$ cat src/rtl/fetch_unit_pkg.sv
// Shared definitions for the instruction fetch unit: FSM encoding and opcode decoding.
package fetch_unit_pkg;

    typedef enum logic [2:0] {
        ST_IDLE  = 3'd0,
        ST_FETCH = 3'd1,
        ST_ISSUE = 3'd2,
        ST_WAIT  = 3'd3,
        ST_FAULT = 3'd4
    } fetch_state_t;

    localparam int         OPC_HI  = 10;
    localparam int         OPC_LO  = 7;
    localparam logic [3:0] OPC_MVI = 4'b0001;

    // mvi carries an immediate in the following ROM word
    function automatic logic is_mvi(input logic [15:0] iw);
        return (iw[OPC_HI:OPC_LO] == OPC_MVI);
    endfunction

endpackage

$ cat src/rtl/fetch_unit_if.sv
// Bus between the fetch unit, its instruction ROM and the processor it feeds.
interface fetch_unit_if #(
    parameter int AW = 8
);
    logic          Start;
    logic          Stop;
    logic [15:0]   MemData;
    logic          Done;
    logic [AW-1:0] ADDR;
    logic [15:0]   DIN;
    logic          Run;
    logic          Busy;
    logic          Err;
    logic [15:0]   InstrCount;

    modport master (
        input  Start, Stop, MemData, Done,
        output ADDR, DIN, Run, Busy, Err, InstrCount
    );

    modport slave (
        output Start, Stop, MemData, Done,
        input  ADDR, DIN, Run, Busy, Err, InstrCount
    );

endinterface

$ cat src/rtl/fetch_unit_upcount_sat.sv
// Up-counter with synchronous clear that sticks at all-ones instead of wrapping.
module upcount_sat #(
    parameter int W = 16
) (
    input  logic         clk,
    input  logic         rst_n,
    input  logic         clr,
    input  logic         en,
    output logic [W-1:0] count
);

    localparam logic [W-1:0] CNT_MAX = {W{1'b1}};

    // Count register: clear has priority over increment
    always_ff @(posedge clk or negedge rst_n) begin
        if (!rst_n) begin
            count <= '0;
        end else if (clr) begin
            count <= '0;
        end else if (en && (count != CNT_MAX)) begin
            count <= count + W'(1);
        end else begin
            count <= count;
        end
    end

endmodule

$ cat src/rtl/fetch_unit.sv
// Fetches instructions from a synchronous ROM, hands them to a processor and
// waits for completion, with a watchdog that latches a fault on a hung processor.
module fetch_unit
    import fetch_unit_pkg::*;
#(
    parameter int AW       = 8,
    parameter int WD_LIMIT = 15
) (
    input  logic          Clock,
    input  logic          Resetn,
    fetch_unit_if.master  bus
);

    localparam int             WDW     = (WD_LIMIT < 2) ? 1 : $clog2(WD_LIMIT + 1);
    localparam logic [WDW-1:0] WD_LAST = WDW'((WD_LIMIT > 0) ? (WD_LIMIT - 1) : 0);

    fetch_state_t  state_r;
    fetch_state_t  state_nxt_s;
    logic [AW-1:0] pc_r;
    logic [AW-1:0] pc_nxt_s;
    logic [AW-1:0] step_s;
    logic [15:0]   iw_r;
    logic [15:0]   iw_nxt_s;
    logic [AW-1:0] addr_r;
    logic [AW-1:0] addr_nxt_s;
    logic          run_r;
    logic          run_nxt_s;
    logic          busy_r;
    logic          busy_nxt_s;
    logic          err_r;
    logic          err_nxt_s;
    logic [15:0]   din_s;
    logic [WDW-1:0] wd_count_s;
    logic [15:0]   instr_count_s;
    logic          start_ok_s;
    logic          wd_clr_s;
    logic          wd_en_s;
    logic          cnt_en_s;

    assign start_ok_s = (state_r == ST_IDLE) && bus.Start && !bus.Stop;
    assign wd_clr_s   = (state_r == ST_ISSUE);
    assign wd_en_s    = (state_r == ST_WAIT) && !bus.Done;
    assign cnt_en_s   = (state_r == ST_WAIT) && bus.Done;

    upcount_sat #(.W(WDW)) u_watchdog (
        .clk   (Clock),
        .rst_n (Resetn),
        .clr   (wd_clr_s),
        .en    (wd_en_s),
        .count (wd_count_s)
    );

    upcount_sat #(.W(16)) u_instr_count (
        .clk   (Clock),
        .rst_n (Resetn),
        .clr   (start_ok_s),
        .en    (cnt_en_s),
        .count (instr_count_s)
    );

    // State, datapath and registered output flops
    always_ff @(posedge Clock or negedge Resetn) begin
        if (!Resetn) begin
            state_r <= ST_IDLE;
            pc_r    <= '0;
            iw_r    <= 16'h0000;
            addr_r  <= '0;
            run_r   <= 1'b0;
            busy_r  <= 1'b0;
            err_r   <= 1'b0;
        end else begin
            state_r <= state_nxt_s;
            pc_r    <= pc_nxt_s;
            iw_r    <= iw_nxt_s;
            addr_r  <= addr_nxt_s;
            run_r   <= run_nxt_s;
            busy_r  <= busy_nxt_s;
            err_r   <= err_nxt_s;
        end
    end

    // Next-state decode; FAULT only exits through reset
    always_comb begin
        state_nxt_s = state_r;
        case (state_r)
            ST_IDLE: begin
                if (start_ok_s) begin
                    state_nxt_s = ST_FETCH;
                end else begin
                    state_nxt_s = ST_IDLE;
                end
            end
            ST_FETCH: state_nxt_s = ST_ISSUE;
            ST_ISSUE: state_nxt_s = ST_WAIT;
            ST_WAIT: begin
                if (bus.Done) begin
                    if (bus.Stop) begin
                        state_nxt_s = ST_IDLE;
                    end else begin
                        state_nxt_s = ST_FETCH;
                    end
                end else if (wd_count_s >= WD_LAST) begin
                    state_nxt_s = ST_FAULT;
                end else begin
                    state_nxt_s = ST_WAIT;
                end
            end
            ST_FAULT: state_nxt_s = ST_FAULT;
            default:  state_nxt_s = ST_IDLE;
        endcase
    end

    // PC and instruction-word updates; PC wraps modulo 2^AW
    always_comb begin
        pc_nxt_s = pc_r;
        iw_nxt_s = iw_r;
        if (is_mvi(iw_r)) begin
            step_s = AW'(2);
        end else begin
            step_s = AW'(1);
        end
        if (start_ok_s) begin
            pc_nxt_s = '0;
        end else if (cnt_en_s) begin
            pc_nxt_s = pc_r + step_s;
        end else begin
            pc_nxt_s = pc_r;
        end
        if (state_r == ST_ISSUE) begin
            iw_nxt_s = bus.MemData;
        end else begin
            iw_nxt_s = iw_r;
        end
    end

    // Outputs decoded from the upcoming state so the flops line up with it
    always_comb begin
        addr_nxt_s = '0;
        run_nxt_s  = 1'b0;
        busy_nxt_s = 1'b0;
        err_nxt_s  = 1'b0;
        case (state_nxt_s)
            ST_IDLE: begin
                addr_nxt_s = '0;
            end
            ST_FETCH: begin
                addr_nxt_s = pc_nxt_s;
                busy_nxt_s = 1'b1;
            end
            ST_ISSUE, ST_WAIT: begin
                addr_nxt_s = pc_nxt_s + AW'(1);
                run_nxt_s  = 1'b1;
                busy_nxt_s = 1'b1;
            end
            ST_FAULT: begin
                busy_nxt_s = 1'b1;
                err_nxt_s  = 1'b1;
            end
            default: begin
                addr_nxt_s = '0;
            end
        endcase
    end

    // ROM data passes straight through while an instruction is outstanding
    always_comb begin
        if ((state_r == ST_ISSUE) || (state_r == ST_WAIT)) begin
            din_s = bus.MemData;
        end else begin
            din_s = 16'h0000;
        end
    end

    assign bus.ADDR       = addr_r;
    assign bus.DIN        = din_s;
    assign bus.Run        = run_r;
    assign bus.Busy       = busy_r;
    assign bus.Err        = err_r;
    assign bus.InstrCount = instr_count_s;

endmodule
$ cat src/flat_wrapper.sv
// flat-port wrapper written by rule: the top's interface ports become plain ports
module fetch_unit_flat import fetch_unit_pkg::*;
#(
    parameter int AW       = 8,
    parameter int WD_LIMIT = 15
)
  (Clock, Resetn, bus_Start, bus_Stop, bus_MemData, bus_Done, bus_ADDR, bus_DIN, bus_Run, bus_Busy, bus_Err, bus_InstrCount);
  fetch_unit_if #(.AW(AW)) bus_i ();
  input  logic Clock;
  input  logic Resetn;
  input wire logic [$bits(bus_i.Start)-1:0] bus_Start;
  input wire logic [$bits(bus_i.Stop)-1:0] bus_Stop;
  input wire logic [$bits(bus_i.MemData)-1:0] bus_MemData;
  input wire logic [$bits(bus_i.Done)-1:0] bus_Done;
  output wire logic [$bits(bus_i.ADDR)-1:0] bus_ADDR;
  output wire logic [$bits(bus_i.DIN)-1:0] bus_DIN;
  output wire logic [$bits(bus_i.Run)-1:0] bus_Run;
  output wire logic [$bits(bus_i.Busy)-1:0] bus_Busy;
  output wire logic [$bits(bus_i.Err)-1:0] bus_Err;
  output wire logic [$bits(bus_i.InstrCount)-1:0] bus_InstrCount;
  assign bus_i.Start = bus_Start;
  assign bus_i.Stop = bus_Stop;
  assign bus_i.MemData = bus_MemData;
  assign bus_i.Done = bus_Done;
  assign bus_ADDR = bus_i.ADDR;
  assign bus_DIN = bus_i.DIN;
  assign bus_Run = bus_i.Run;
  assign bus_Busy = bus_i.Busy;
  assign bus_Err = bus_i.Err;
  assign bus_InstrCount = bus_i.InstrCount;
  fetch_unit #(.AW(AW), .WD_LIMIT(WD_LIMIT)) u_core (.Clock(Clock), .Resetn(Resetn), .bus(bus_i));
endmodule
$ cat config.mk
export PLATFORM = sky130hd
export DESIGN_NAME = fetch_unit_flat
export DESIGN_NICKNAME = d
export VERILOG_FILES = /design/src/rtl/fetch_unit_pkg.sv /design/src/rtl/fetch_unit_if.sv /design/src/rtl/fetch_unit_upcount_sat.sv /design/src/rtl/fetch_unit.sv /design/src/flat_wrapper.sv
export SDC_FILE = /design/constraint.sdc
export NUM_CORES = 1
export LEC_CHECK = 0
export ABC_AREA = 1
export CAP_MARGIN = 20
export CORE_MARGIN = 5
export CORE_UTILIZATION = 55
export DETAILED_ROUTE_END_ITERATION = 8
export GPL_ROUTABILITY_DRIVEN = 1
export PLACE_DENSITY = 0.86
export SLEW_MARGIN = 20
export SYNTH_ARGS = -nofsm -noshare
export SYNTH_HDL_FRONTEND = slang
export SYNTH_HIERARCHICAL = 1
export SYNTH_SLANG_ARGS = --single-unit
$ cat constraint.sdc
create_clock -name Clock -period 4.4 [get_ports Clock]
set_clock_uncertainty 0.05 [all_clocks]
set_input_delay 1.32 -clock Clock [delete_from_list [all_inputs] [get_ports Clock]]
set_output_delay 1.32 -clock Clock [all_outputs]
set_load 0.02 [all_outputs]
## After elaboration in Yosys (flattened, before gate mapping)

Cells that the tools add are included.

- Multiplexer cells: 17
- Order comparisons: 1
- Add/sub/neg operators: 4
- Equality and inequality tests: 11
- Reduce and logical (&&, ||, !) cells: 14

Operators by type and width:

| operator | count |
|---|---|
| $mux W16 | 3 |
| $add A16 B1 Y16 const B | 1 |
| $mux W8 | 2 |
| $ne A16 B16 Y1 const B | 1 |
| $pmux W8 S2 | 1 |
| $pmux W3 S5 | 1 |
| $eq A3 B2 Y1 const B | 4 |
| $add A8 B1 Y8 const B | 1 |
| $add A8 B2 Y8 | 1 |
| $mux W4 | 2 |
| $eq A3 B1 Y1 const B | 2 |
| $eq A3 B3 Y1 const B | 2 |
| $logic_and A1 B1 Y1 | 6 |
| $mux W3 | 2 |
| $mux W1 | 5 |
| $add A4 B1 Y4 const B | 1 |
| $eq A4 B1 Y1 const B | 1 |
| $ge A4 B4 Y1 const B | 1 |
| $ne A4 B4 Y1 const B | 1 |
| $reduce_bool A2 Y1 | 2 |
| $reduce_or A4 Y1 | 1 |
| $logic_not A3 Y1 | 1 |
| $logic_not A1 Y1 | 2 |
| $mux W2 | 1 |
| other kinds (2) | 2 |

- Output and inout bits: 43
- Bits of input ports: 21
- Register bits: 53

## Longest topological paths before layout

Gate-level depths: netlist of the first run.

- Depth after elaboration: 8
- Gate-level depth with buffers: 16

## Hierarchy

The synthesis of the first run kept the hierarchy.

By module, submodules not included:

| module | area an instance (sq um) | cells an instance | times used |
|---|---|---|---|
| fetch_unit | 1579.0 | 206 | 1 |
| upcount_sat (u_core.u_instr_count) | 1037.2 | 144 | 1 |
| upcount_sat (u_core.u_watchdog) | 222.7 | 29 | 1 |

## Least setup slack after synthesis of the first run

Ideal clock, no wire load.

- Kind: in2out
- Start point: input port bus_MemData[10]
- End point: output port bus_DIN[10]
- Cell stages on the path: 2
- Path buffers: 0
- Arrival time: 1642 ps
- Slack: 1388 ps
- Required time: 3030 ps
- Path through: inv_1 -> nor2_1

- Longest elaborated chain between the ends: 1

RTL lines:

| item | line | text |
|---|---|---|
| start, declared | flat_wrapper.sv:13 | `input wire logic [$bits(bus_i.MemData)-1:0] bus_MemData;` |
| $mux W16 | fetch_unit.sv:167 | `if ((state_r == ST_ISSUE) \|\| (state_r == ST_WAIT)) begin` |
| end, declared | flat_wrapper.sv:16 | `output wire logic [$bits(bus_i.DIN)-1:0] bus_DIN;` |

No other way between the ends.

## Worst setup path after layout of the first run

- Start point: input port bus_MemData[4]
- End point: output port bus_DIN[4]

The elaborated chain is that of the path after synthesis.

==> run_results.csv, run 1 <==
group,metric,value,unit
power,power_density,557,mW/mm^2
logic_synthesis,ys_seq_area_share,40.5,%
clock_network,tritoncts,"yes",
final_layout,fillers,411,
detailed_routing,postRouteAntennaNets,0,
final_layout,regArea,0.00115,mm^2
logic_synthesis,synth_edf_count,0,
critical_path,crit_path_end_kind,"output pin",
final_layout,antenna_cells,0,
placement,place_area,0.00351,mm^2
critical_path,crit_type,"primary input to output pin",
clock_network,post_cts_resized,0,
timing,tns,0,ns
final_layout,fin_cells,515,
die,fp.dieW,81.8,um
clock_network,clockBufferDepth,2,
logic_synthesis,synth_cell_types,37,
final_layout,drive_above_1_share,11.0,%
clock_network,cts-buffers-inserted,5,
timing,timing.hold.ws,0.448,ns
logic_synthesis,synth.most_common_cell,"nand2_1",
clock_network,cts_root_buf,"clkbuf_8",
placement,dp_hpwl,4.83,mm
logic_synthesis,synth_top_area_share,40.5,%
logic_synthesis,synthCells,379,
clock_network,cts-htree-levels,2,
logic_synthesis,ys_async_sr_fraction,100,%
critical_path,r2r_slack,1.17,ns
global_route,grt_pass1_vias,2693,
global_route,grt_overflow_total,0,
die,dieHeight,81.8,um
final_layout,multiInputGateArea,0.00141,mm^2
placement,io_buffers,63,
timing,fin_crit_sh,88.8,%
detailed_routing,detail_route.iter0.violations,180,
detailed_routing,avgViaCountPerCell,5.12,
placement,dp_slack,0.489,ns
critical_path,critPathLaunchType,"primary input",
detailed_routing,drtPass1Iterations,4,
logic_synthesis,synth.top_cells.by_area,"dfrtp_1 41%, nand2_1 15%, inv_1 7.0%",
placement,dp_cells,507,
final_layout,syn_to_final_growth,28.8,%
hold_path,min_path_type,"flop to flop",
global_route,grt_max_degree,47,
clock_network,cts_hold_buf,0,
timing,drv_slew,0,
timing,finalCriticalPeriod,3.91,ns
final_layout,final_area,0.00366,mm^2
clock_network,clkSinkCount,46,
final_layout,nets,471,
timing,hold_viol,0,
logic_synthesis,synth_ff_type,"dfrtp_1",
logic_synthesis,synth_area,0.00284,mm^2
detailed_routing,post-route-drc-count,0,
timing,rsz0062_at_grt,"no",
die,io_pins,64,
critical_path,cp_max_fo,1,
global_route,antenna_found_initial,0,
logic_synthesis,syn_nets,406,
run,drv_cap,0,
clock_network,clk_pin_slew,0.08,ns
die,core,0.00507,mm^2
critical_path,worst_ep_required_time,3.03,ns
timing,setup_violations,0,
detailed_routing,wl,6.56,mm
clock_network,cts_setup_buffers,0,
logic_synthesis,synth_warnings,6,
power,vdd_drop_max,0.303,mV
power,leakagePower,1.80,nW
detailed_routing,vias,2639,
die,rows,26,
timing,worst_slew_pin_slew,0.733,ns
global_route,grt_first_pass_wirelength,11.5,mm
logic_synthesis,synth_common_cells,"111 x nand2_1, 53 x inv_1, 46 x dfrtp_1",
die,dieArea,0.00670,mm^2
logic_synthesis,synth-seq-cells,46,
detailed_routing,wire_per_inst,12.7,um
status,status,"completed",
die,initial_core_util,55.9,%
timing,maxSlewHeadroom,50.7,%
global_route,groute.usage.overall,21.6,%
placement,routabilityCongestion,0.860,
clock_network,clock_latency,0.30,ns
logic_synthesis,syn_avg_cell_area,7.49,um^2
logic_synthesis,synth_area_leader_cell,"dfrtp_1",
timing,fmax,0.256,GHz
timing,worst_slack,0.492,ns
critical_path,arrival,2.54,ns
## through the flow
stage	total power, mW	util [%]
after detailed placement	1.65	69.2
after CTS	2.05	72.0
after global placement	1.62	69.2
after global routing	2.21	72.1
final	2.04	72.1
after floorplan	1.31	-
## worst max-delay path, stage by stage
cell and delay [ns]:
clkdlybuf4s50_1 0.45, inv_1 0.04, nor2_1 0.10, clkdlybuf4s50_1 0.63
## state kept, by name, indices dropped and copies added, names as in the netlist
register,cells
u_core/u_watchdog/count,4
u_core/bus.Run,1
u_core/iw_r,4
u_core/bus.ADDR,8
u_core/state_r,3
u_core/bus.Busy,1
u_core/u_instr_count/count,16
u_core/bus.Err,1
u_core/pc_r,8
## power breakdown
group,switching (mW),internal [mW]
clock network,0.139,0.242
logic,0.642,0.377
registers,0.0926,0.544
## final timing paths
kind | start | end | cells after the start
worst min-delay path | u_core/iw_r[10] | u_core/iw_r[10] | 2
min in group asynchronous | Resetn | u_core/bus.ADDR[6] | 1
worst max register to register | u_core/iw_r[8] | u_core/bus.ADDR[6] | 15
worst min register to register | u_core/iw_r[10] | u_core/iw_r[10] | 2
worst max-delay path | bus_MemData[4] | bus_DIN[4] | 4
max in group asynchronous | Resetn | u_core/u_instr_count/count[1] | 1
## metal layers
| metal | up-vias | GRT usage, % | wire [um] |
|---|---|---|---|
| li1 | 1326 | - | - |
| met2 | 103 | 36.8 | 3140 |
| met3 | 11 | 6.14 | 526 |
| met5 | - | 0 | 0 |
| met1 | 1199 | 26.1 | 2770 |
| met4 | 0 | 7.14 | 115 |
## final cells by class
cell class	instances	area share [%]
multi-input cells	266	38.5
flip-flops and latches	46	31.5
repair buffers	64	17.4
inverters	61	6.33
well taps	70	2.39
clock buffers	6	2.26
clock inverters	2	1.64
## kinds of logic (layout without fill, tap and decap cells)
logic type               after synthesis  count (layout)  share of synthesized area (%)
AO/OA/AOI/OAI                         26              26                           5.77
flip-flops                            46              46                           40.5
buffers and inverters                 67             133                           9.83
XOR/XNOR                               6               6                           1.85
AND/OR/NAND/NOR                      228             228                           39.1
adder cells (fa/ha/maj)                6               6                           2.91
## layout by cell type (no fill, tap or decap), drive strengths merged
master         count
o22ai              1
nor4               1
nand4             17
o21bai             2
inv               60
ha                 5
bufinv             2
clkdlybuf4s50     62
o2111ai            1
or2                1
o31ai              2
xor2               4
dfrtp             46
clkinv             1
nor2              49
a21oi              3
nand2            119
xnor2              2
fa                 1
nand3             39
nand3b             1
o21ai             16
nor3               1
o211ai             1
buf                2
clkbuf             6
Power figures use the tool's default switching activity.
==> run 2, diff against run 1 <==
CORE_UTILIZATION = 51   (was 55)
PLACE_DENSITY = 0.81   (was 0.86)
clock period = 3.99 ns   (was 4.4 ns; I/O delays follow)
==> run 2 against run 1 <==
  * Design area is 0.72% lower
  * Register-to-register slack worse by 0.27 ns
  * Sequential power rose by 10%
  * Total power grew 7.0%
  * Clock-buffer cell count shrank 1
  * Clock power decreased by 6.0%
  * Via count up 0.11%
  * Global-route usage shrank 2.1 points
  * Combinational power increased by 9.8%
==> run_results.csv, run 2 (same netlist as run 1, synthesis figures left out) <==
group,metric,value,unit
power,vdd_drop_max,0.327,mV
global_route,grt_first_pass_wirelength,11.4,mm
critical_path,crit_type,"primary input to output pin",
die,core,0.00547,mm^2
critical_path,critPathLaunchType,"primary input",
die,dieArea,0.00716,mm^2
clock_network,cts-buffers-inserted,5,
die,dieHeight,84.6,um
global_route,antenna_found_initial,0,
final_layout,regMostFlops,"u_core/u_instr_count/count",
detailed_routing,drtPass1Iterations,4,
timing,hold_viol,0,
timing,setup_violations,0,
timing,timing.hold.ws,0.456,ns
global_route,groute.usage.overall,19.5,%
power,power_density,601,mW/mm^2
clock_network,clockBufferDepth,2,
power,leakagePower,1.78,nW
detailed_routing,post-route-drc-count,0,
global_route,grt_pass1_vias,2624,
timing,fmax,0.273,GHz
die,rows,27,
die,fp.dieW,84.6,um
placement,dp_slack,0.311,ns
timing,worst_slew_pin_slew,0.656,ns
final_layout,regArea,0.00115,mm^2
final_layout,final_cell_mix,"111 x nand2_1, 62 x clkdlybuf4s50_1, 53 x inv_1",
final_layout,multiInputGateArea,0.00141,mm^2
timing,maxSlewHeadroom,55.8,%
final_layout,largest_reg_flops,16,
detailed_routing,wire_per_inst,12.9,um
power,swShare,45.0,%
final_layout,fillers,461,
detailed_routing,detail_route.iter0.violations,215,
critical_path,worst_ep_required_time,2.74,ns
timing,drv_slew,0,
final_layout,final_common_cell,"nand2_1",
status,status,"completed",
clock_network,cts_setup_buffers,0,
final_layout,drive_above_1_share,11.0,%
detailed_routing,postRouteAntennaNets,0,
power,p_seq_share,32.2,%
clock_network,clk_pin_slew,0.09,ns
power,clkPwrFrac,16.4,%
placement,routabilityCongestion,0.862,
final_layout,syn_to_final_growth,27.9,%
detailed_routing,wl,6.66,mm
clock_network,tritoncts,"yes",
timing,worst_slack,0.332,ns
clock_network,cts_root_buf,"clkbuf_8",
placement,dp_hpwl,5.02,mm
clock_network,post_cts_resized,0,
clock_network,clock_latency,0.31,ns
critical_path,arrival,2.41,ns
timing,rsz0062_at_grt,"no",
power,p_comb_share,51.3,%
clock_network,cts_hold_buf,0,
power,switchingPower,980,uW
timing,tns,0,ns
global_route,grt_overflow_total,0,
detailed_routing,avgViaCountPerCell,5.11,
detailed_routing,vias,2642,
clock_network,cts-htree-levels,2,
placement,io_buffers,63,
run,drv_cap,0,
timing,finalCriticalPeriod,3.66,ns
critical_path,cp_max_fo,1,
die,initial_core_util,51.9,%
die,io_pins,64,
final_layout,nets,471,
global_route,grt_max_degree,47,
hold_path,min_path_type,"flop to flop",
final_layout,antenna_cells,0,
critical_path,crit_path_end_kind,"output pin",
clock_network,clkSinkCount,46,
power,p_int,1.20,mW
timing,fin_crit_sh,91.7,%
[run 2: cell count changes in the layout (fill, tap and decap cells not counted)]
cell | previous run | this run
bufinv_16 | 2 | 1
clkbuf_8 | 6 | 5
clkinvlp_4 | 0 | 2
[run 2: path summary, 6_finish.rpt]
path	startpoint	endpoint	cells past startpoint	slack, ns
hold / removal	u_core/iw_r[7]	u_core/iw_r[7]	2	0.46
setup reg to reg	u_core/iw_r[8]	u_core/bus.ADDR[6]	15	0.90
setup / recovery	bus_MemData[13]	bus_DIN[13]	4	0.33
hold reg to reg	u_core/iw_r[7]	u_core/iw_r[7]	2	0.46
max in group asynchronous	Resetn	u_core/u_watchdog/count[3]	1	2.67
min in group asynchronous	Resetn	u_core/bus.ADDR[1]	1	0.83
[run 2: per-layer routing]
layer / vias to the layer above / global-route usage (%) / part of all wire, %
li1: 1328 / - / -
met5: - / 0 / 0
met2: 79 / 33.6 / 48
met4: 0 / 6.33 / 1.4
met3: 9 / 5.89 / 7.6
met1: 1226 / 23.1 / 43
[run 2: final cells by class]
class / instances / share of cell area [%]
multi-input cells: 266 / 38.8
well taps: 72 / 2.48
clock inverters: 3 / 1.24
clock buffers: 5 / 1.90
inverters: 61 / 6.37
flip-flops and latches: 46 / 31.7
repair buffers: 64 / 17.5
[run 2: power by group through the flow]
stage                     Clock [mW]  Sequential (mW)  Combinational [mW]
after floorplan                    0            0.762               0.682
after global routing           0.384            0.725                1.24
after global placement             0            0.702                1.09
after detailed placement           0            0.714                1.11
after CTS                      0.365            0.704                1.12
final                          0.358            0.703                1.12
[run 2: worst max-delay path, cell delays in order]
cell and delay [ns]:
clkdlybuf4s50_1 0.45, inv_1 0.03, nor2_1 0.09, clkdlybuf4s50_1 0.64
[run 2: through the flow]
stage | total power, mW | std cells | cell area (um^2) | util, %
global route | 2.35 | 517 | 3630 | 66.3
global placement | 1.79 | 509 | 3510 | 64.2
floorplan | 1.44 | 379 | 2840 | -
detailed placement | 1.83 | 509 | 3510 | 64.2
CTS | 2.19 | 517 | 3630 | 66.3
finish | 2.18 | 517 | 3630 | 66.3
